==> src/rtl/dcache_port_arb_pkg.sv <==
// +----------------------------------------------------------------------+
// | sys_defs : shared store-queue packet type and arbiter defaults       |
// | rev 1.0                                                              |
// +----------------------------------------------------------------------+
`default_nettype none

package sys_defs;

   typedef struct packed {
      logic [31:0] addr;
      logic [3:0]  usebytes;
      logic [31:0] data;
   } SQ_ENTRY_PACKET;

   localparam int WB_DEPTH_DEFAULT     = 4;
   localparam int STARVE_LIMIT_DEFAULT = 4;

endpackage

`default_nettype wire

==> src/rtl/dcache_port_arb_fifo.sv <==
// +----------------------------------------------------------------------+
// | store_wb_fifo : 3-in / 1-out circular write buffer with hazard view  |
// | rev 1.0                                                              |
// +----------------------------------------------------------------------+
`default_nettype none

module store_wb_fifo
   import sys_defs::*;
#(
   parameter int   DEPTH = WB_DEPTH_DEFAULT,
   localparam int  PW    = $clog2(DEPTH),
   localparam int  CW    = PW + 1
) (
   input  logic                        clock,
   input  logic                        reset,
   input  logic [2:0]                  enq_valid,
   input  SQ_ENTRY_PACKET [2:0]        enq_entry,
   input  logic                        deq,
   output logic [CW-1:0]               count,
   output SQ_ENTRY_PACKET              head_entry,
   output logic [DEPTH-1:0]            entry_valid,
   output logic [DEPTH-1:0][29:0]      entry_word
);

   SQ_ENTRY_PACKET        mem_q [DEPTH];
   logic [PW-1:0]         head_q, head_d;
   logic [PW-1:0]         tail_q, tail_d;
   logic [CW-1:0]         count_q, count_d;
   logic [CW-1:0]         n_enq;
   logic [2:0][PW-1:0]    slot;

   // Accepted lanes pack densely at the tail in lane order, skipping gaps.
   always_comb begin
      n_enq   = CW'(enq_valid[0]) + CW'(enq_valid[1]) + CW'(enq_valid[2]);
      slot[0] = tail_q;
      slot[1] = tail_q + PW'(enq_valid[0]);
      slot[2] = tail_q + PW'(enq_valid[0]) + PW'(enq_valid[1]);
      tail_d  = tail_q + n_enq[PW-1:0];
      head_d  = head_q + PW'(deq);
      count_d = count_q + n_enq - CW'(deq);
   end

   always_ff @(posedge clock or negedge reset) begin
      if (!reset) begin
         head_q  <= '0;
         tail_q  <= '0;
         count_q <= '0;
      end else begin
         head_q  <= head_d;
         tail_q  <= tail_d;
         count_q <= count_d;
      end
   end

   always_ff @(posedge clock) begin
      for (int l = 0; l < 3; l++) begin
         if (enq_valid[l]) mem_q[slot[l]] <= enq_entry[l];
      end
   end

   generate
      for (genvar j = 0; j < DEPTH; j++) begin : g_entry
         logic [PW-1:0] offset;
         assign offset         = PW'(j) - head_q;
         assign entry_valid[j] = (CW'(offset) < count_q);
         assign entry_word[j]  = mem_q[j].addr[31:2];
      end
   endgenerate

   assign count      = count_q;
   assign head_entry = mem_q[head_q];

endmodule

`default_nettype wire

==> src/rtl/dcache_port_arb.sv <==
// +----------------------------------------------------------------------+
// | dcache_port_arb : D-cache port arbiter, store drain vs two load pipes|
// | rev 1.0                                                              |
// +----------------------------------------------------------------------+
`default_nettype none

module dcache_port_arb
   import sys_defs::*;
#(
   parameter int WB_DEPTH     = WB_DEPTH_DEFAULT,
   parameter int STARVE_LIMIT = STARVE_LIMIT_DEFAULT
) (
   input  logic                 clock,
   input  logic                 reset,
   input  logic [2:0]           retire_valid,
   input  SQ_ENTRY_PACKET [2:0] retire_store,
   output logic [1:0]           wb_space,
   output logic                 wb_overflow,
   input  logic [1:0]           load_req,
   input  logic [1:0][31:0]     load_addr,
   output logic [1:0]           load_gnt,
   output logic                 dc_req,
   output logic                 dc_we,
   output logic [31:0]          dc_addr,
   output logic [31:0]          dc_wdata,
   output logic [3:0]           dc_be,
   input  logic                 dc_ready
);

   localparam int CW = $clog2(WB_DEPTH) + 1;
   localparam int SW = $clog2(STARVE_LIMIT + 1);

   logic [CW-1:0]               wb_count;
   logic [CW-1:0]               free;
   SQ_ENTRY_PACKET              head;
   logic [WB_DEPTH-1:0]         entry_valid;
   logic [WB_DEPTH-1:0][29:0]   entry_word;
   logic [2:0]                  enq_ok;
   logic [1:0]                  nvalid;
   logic [1:0]                  blocked, unblk;
   logic                        store_cand, load_cand, sel, deq, load_fire;
   logic                        rr_q, rr_d;
   logic [SW-1:0]               starve_q, starve_d;
   logic                        overflow_q, overflow_d;

   store_wb_fifo #(.DEPTH(WB_DEPTH)) u_wb (
      .clock       (clock),
      .reset       (reset),
      .enq_valid   (enq_ok),
      .enq_entry   (retire_store),
      .deq         (deq),
      .count       (wb_count),
      .head_entry  (head),
      .entry_valid (entry_valid),
      .entry_word  (entry_word)
   );

   // Space reflects registered occupancy only; youngest lanes beyond it drop.
   always_comb begin
      free     = CW'(WB_DEPTH) - wb_count;
      wb_space = (free >= CW'(3)) ? 2'd3 : free[1:0];
      nvalid   = 2'd0;
      enq_ok   = 3'b000;
      for (int l = 0; l < 3; l++) begin
         if (retire_valid[l]) begin
            nvalid    = nvalid + 2'd1;
            enq_ok[l] = (nvalid <= wb_space);
         end
      end
      overflow_d = overflow_q | (|(retire_valid & ~enq_ok));
   end

   always_comb begin
      for (int i = 0; i < 2; i++) begin
         blocked[i] = 1'b0;
         for (int j = 0; j < WB_DEPTH; j++) begin
            if (entry_valid[j] && (entry_word[j] == load_addr[i][31:2])) blocked[i] = 1'b1;
         end
      end
      unblk = load_req & ~blocked;

      store_cand = (wb_count != '0) &&
                   ((unblk == 2'b00) || (wb_count == CW'(WB_DEPTH)) ||
                    (starve_q == SW'(STARVE_LIMIT)) || (|(load_req & blocked)));

      load_cand = 1'b0;
      sel       = 1'b0;
      if (!store_cand) begin
         case (unblk)
            2'b11:   begin load_cand = 1'b1; sel = rr_q; end
            2'b01:   begin load_cand = 1'b1; sel = 1'b0; end
            2'b10:   begin load_cand = 1'b1; sel = 1'b1; end
            default: begin load_cand = 1'b0; sel = 1'b0; end
         endcase
      end

      deq       = store_cand & dc_ready;
      load_fire = load_cand & dc_ready;

      rr_d = (load_fire && (load_req == 2'b11)) ? ~sel : rr_q;

      if ((wb_count != '0) && !deq)
         starve_d = (starve_q == SW'(STARVE_LIMIT)) ? starve_q : starve_q + SW'(1);
      else
         starve_d = '0;
   end

   always_ff @(posedge clock or negedge reset) begin
      if (!reset) begin
         rr_q       <= 1'b0;
         starve_q   <= '0;
         overflow_q <= 1'b0;
      end else begin
         rr_q       <= rr_d;
         starve_q   <= starve_d;
         overflow_q <= overflow_d;
      end
   end

   // Request and grants are forced low the instant reset asserts.
   assign dc_req      = reset & (store_cand | load_cand);
   assign load_gnt    = (reset & load_fire) ? (sel ? 2'b10 : 2'b01) : 2'b00;
   assign dc_we       = store_cand;
   assign dc_addr     = store_cand ? head.addr : load_addr[sel];
   assign dc_wdata    = store_cand ? head.data : 32'h0;
   assign dc_be       = store_cand ? head.usebytes : 4'h0;
   assign wb_overflow = overflow_q;

endmodule

`default_nettype wire
==> config.mk <==
export PLATFORM = sky130hd
export DESIGN_NAME = dcache_port_arb
export DESIGN_NICKNAME = d
export VERILOG_FILES = /design/src/rtl/dcache_port_arb_pkg.sv /design/src/rtl/dcache_port_arb_fifo.sv /design/src/rtl/dcache_port_arb.sv
export SDC_FILE = /design/constraint.sdc
export NUM_CORES = 1
export LEC_CHECK = 0
export ABC_CLOCK_PERIOD_IN_PS = 11950
export BUFFER_PORTS_ARGS = -buffer_cell sky130_fd_sc_hd__buf_2
export CORE_MARGIN = 1.5
export CORE_UTILIZATION = 45
export DETAILED_ROUTE_END_ITERATION = 6
export GPL_TIMING_DRIVEN = 0
export PLACE_DENSITY_LB_ADDON = 0.3
export SETUP_SLACK_MARGIN = 0.02
export SLEW_MARGIN = 30
export SYNTH_ARGS = -nofsm -noshare
export SYNTH_HDL_FRONTEND = slang
export SYNTH_SLANG_ARGS = --single-unit
==> constraint.sdc <==
create_clock -name clock -period 11.95 [get_ports clock]
set_clock_uncertainty 0.15 [all_clocks]
set_input_delay 0 -clock clock [delete_from_list [all_inputs] [get_ports clock]]
set_output_delay 0 -clock clock [all_outputs]
set_load 0.005 [all_outputs]
==> impl_metrics.ini <==
[status]
run_status = complete, no violations

[yosys]
synth_warnings = 0
yosysTopAreaCell = edfxtp_1
ys_top_cells_by_area = edfxtp_1 39%, mux2i_1 13%, xor2_1 10%
syn_inst = 1907
synth.distinct_cells = 43
yosysSeqAreaShare_pct = 40.8
synth_top_area_share_pct = 39.4
syn-num-nets = 2210
avgSynthCellArea_um2 = 10.9
syn_area_um2 = 20700
synth_seq_cells = 284

[finish]
drive_above_1_share_pct = 22.4
stdcell_area_um2 = 27900
mostFrequentLayoutCells = 352 x buf_2, 348 x dlygate4sd3_1, 292 x nor2_1, 279 x a21oi_1
final_nets = 2917
fillers = 3668
final_common_cell = buf_2
syn2layout_area_growth_pct = 34.5
stdcell_count = 3243

[setup_path]
critPathLaunchType = flip-flop
critPathArrivalTime_ns = 6.12
crit_fanout = 10
r2r-end = u_wb.mem_q[1][42]$_DFFE_PP_
r2r_start = u_wb.count[0]$_DFF_PN0_
r2r_slack_ns = 5.98
reg2regPathDepth = 18
cp.required_ns = 12.10
critical_path_class = flip-flop to flip-flop
crit_path_end_kind = flip-flop

[timing]
finalSetupViolations = 0
fmax_mhz = 167
drv_slew = 0
hold_viol = 0
relSlewSlack_pct = 28.7
finalSetupTns_ns = 0
min_period_ns = 5.97
fin_ws_ns = 5.98
rsz0062_at_grt = no
worst_pin_slew_ns = 1.07
fin_crit_sh_pct = 50.0

[die]
start_util_pct = 45.7
coreArea_um2 = 45400
fp.dieH_um = 218
die-area_um2 = 47400
rows = 78
io_pins = 351
die_w_um = 218

[clock_tree]
htree_levels = 2
cts_tree = built
cts_buffers = 35
clock-sinks = 284
clockBufferDepth = 3
clockRootBuffer = clkbuf_16
clk_pin_slew_worst_paths_ns = 0.06
clk_latency_ns = 0.55

[grt]
track_usage_pct = 35.7
grt_pass1_vias = 19800
grt_max_degree = 36
grt_pass1_wl_um = 125000
antenna_found_initial = 5
grt-ovfl-total = 0

[routing]
viasPerCell = 6.01
wire_per_inst_um = 26.6
vias = 19500
ant_nets = 0
drtPass1Iterations = 6
dr.first_iter.drc_count = 2476
wirelength_um = 86200
drc = 0

[placed_design]
place_congestion = 1.01
placed_area_um2 = 23300
dp_hpwl_um = 62600
io_buffers = 290
place_ws_ns = 6.06
dp_cells = 2829

[power_and_ir_drop]
peakVddDrop_v = 0.000264
powerDensity_nw_per_um2 = 320
total_power_mw = 8.93
p_leak_nw = 12.7

[worst_hold_path]
min_from = load_req[1]
holdPathEnd = starve_q[0]$_DFFE_PN0P_
holdPathStages = 5
hold_class = input port to flip-flop

[run]
cap_violations = 0
sequential cells by signal, indices dropped and copies added, names as in the netlist:
name and count:
rr_q 1, wb_overflow 1, u_wb.head_q 2, u_wb.count 3, starve_q 3, u_wb.tail_q 2, u_wb.mem_q 272
area by class of cell:
cell class	count	area (um2)	share of cell area (%)
clock inverters	17	226	0.812
diodes	5	12.5	0.0449
repair buffers	670	5210	18.7
multi-input cells	1424	11400	40.8
clock buffers	44	910	3.26
well taps	600	751	2.69
plain buffers	177	858	3.08
inverters	22	82.6	0.296
flip-flops and latches	284	8470	30.4
report_power, final:
group,leakage (nW),switching (mW),internal (mW)
Clock,0.552,0.441,0.651
Combinational,9.47,3.12,2.20
Sequential,2.69,0.416,2.11
per-layer routing:
metal	GRT usage [%]	wire [um]	vias up
met1	46.3	33500	9545
li1	-	-	8341
met4	13.4	3510	2
met3	5.37	7880	236
met2	60.3	41400	1357
met5	0	12	-
cells by family (layout without fill, tap and decap cells):
family / Yosys count / count (layout) / share of synthesized area (%)
compound gates: 294 / 294 / 7.47
xor+xnor: 252 / 252 / 10.6
fa+ha+maj: 27 / 27 / 1.70
buf+inv: 199 / 930 / 4.50
flops: 284 / 284 / 40.8
mux: 404 / 404 / 25.0
other cells: 0 / 5 / 0
simple gates: 447 / 447 / 9.82
synth_stat cells (all sizes together):
library cell,instances
fa,2
o211ai,1
nor4bb,1
mux4,68
edfxtp,272
ha,25
or3,1
nand3,9
o221a,1
nor2b,2
a311o,1
xor2,242
xnor2,10
nor2,293
inv,22
nor4,58
o22ai,1
nor3,10
o32a,1
o311ai,2
nand2,18
dfrtp,12
o41ai,1
o21ai,6
o21a,1
nand4,17
mux2,64
a21oi,279
mux2i,272
and2,37
buf,81
nand2b,1
clkbuf,96
critical path, stage by stage (launching register included):
cell,delay (ns)
dfrtp_1,0.43
inv_1,0.12
ha_1,0.23
ha_1,0.29
nand2_1,0.10
o21ai_0,0.56
inv_1,0.21
ha_1,0.27
xnor2_1,0.19
nand3_1,0.12
clkbuf_1,0.48
buf_1,0.75
buf_2,0.51
o211ai_1,0.29
buf_2,0.29
buf_4,0.19
buf_4,0.17
buf_4,0.16
buf_2,0.19
worst max path at each step:
stage	start	endpoint	slack, ns	cells after the start
after floorplan	u_wb.count[0]$_DFF_PN0_	u_wb.mem_q[0][0]$_DFFE_PP_	1.96	6
after global placement	u_wb.count[0]$_DFF_PN0_	u_wb.mem_q[0][10]$_DFFE_PP_	-5.89	6
after detailed placement	u_wb.count[0]$_DFF_PN0_	u_wb.mem_q[1][42]$_DFFE_PP_	6.06	18
after CTS	u_wb.count[0]$_DFF_PN0_	u_wb.mem_q[1][42]$_DFFE_PP_	6.03	18
after global routing	u_wb.count[0]$_DFF_PN0_	u_wb.mem_q[1][42]$_DFFE_PP_	5.77	18
final	u_wb.count[0]$_DFF_PN0_	u_wb.mem_q[1][42]$_DFFE_PP_	5.98	18
timing repair:
| action | 4_1_cts | 5_1_grt |
|---|---|---|
| hold buffers | 348 | 0 |
| hold endpoints to repair | 291 | 0 |
| gates resized for setup | 0 | 0 |
| buffers inserted | 0 | 0 |
through the flow:
| stage | util (%) | hold slack, ns |
|---|---|---|
| floorplan | - | -0.446 |
| global placement | 50.6 | -0.233 |
| detailed placement | 51.2 | -0.232 |
| CTS | 61.4 | 0.117 |
| global route | 61.5 | 0.160 |
| finish | 61.5 | 0.138 |
(Power assumes the default switching activity.)
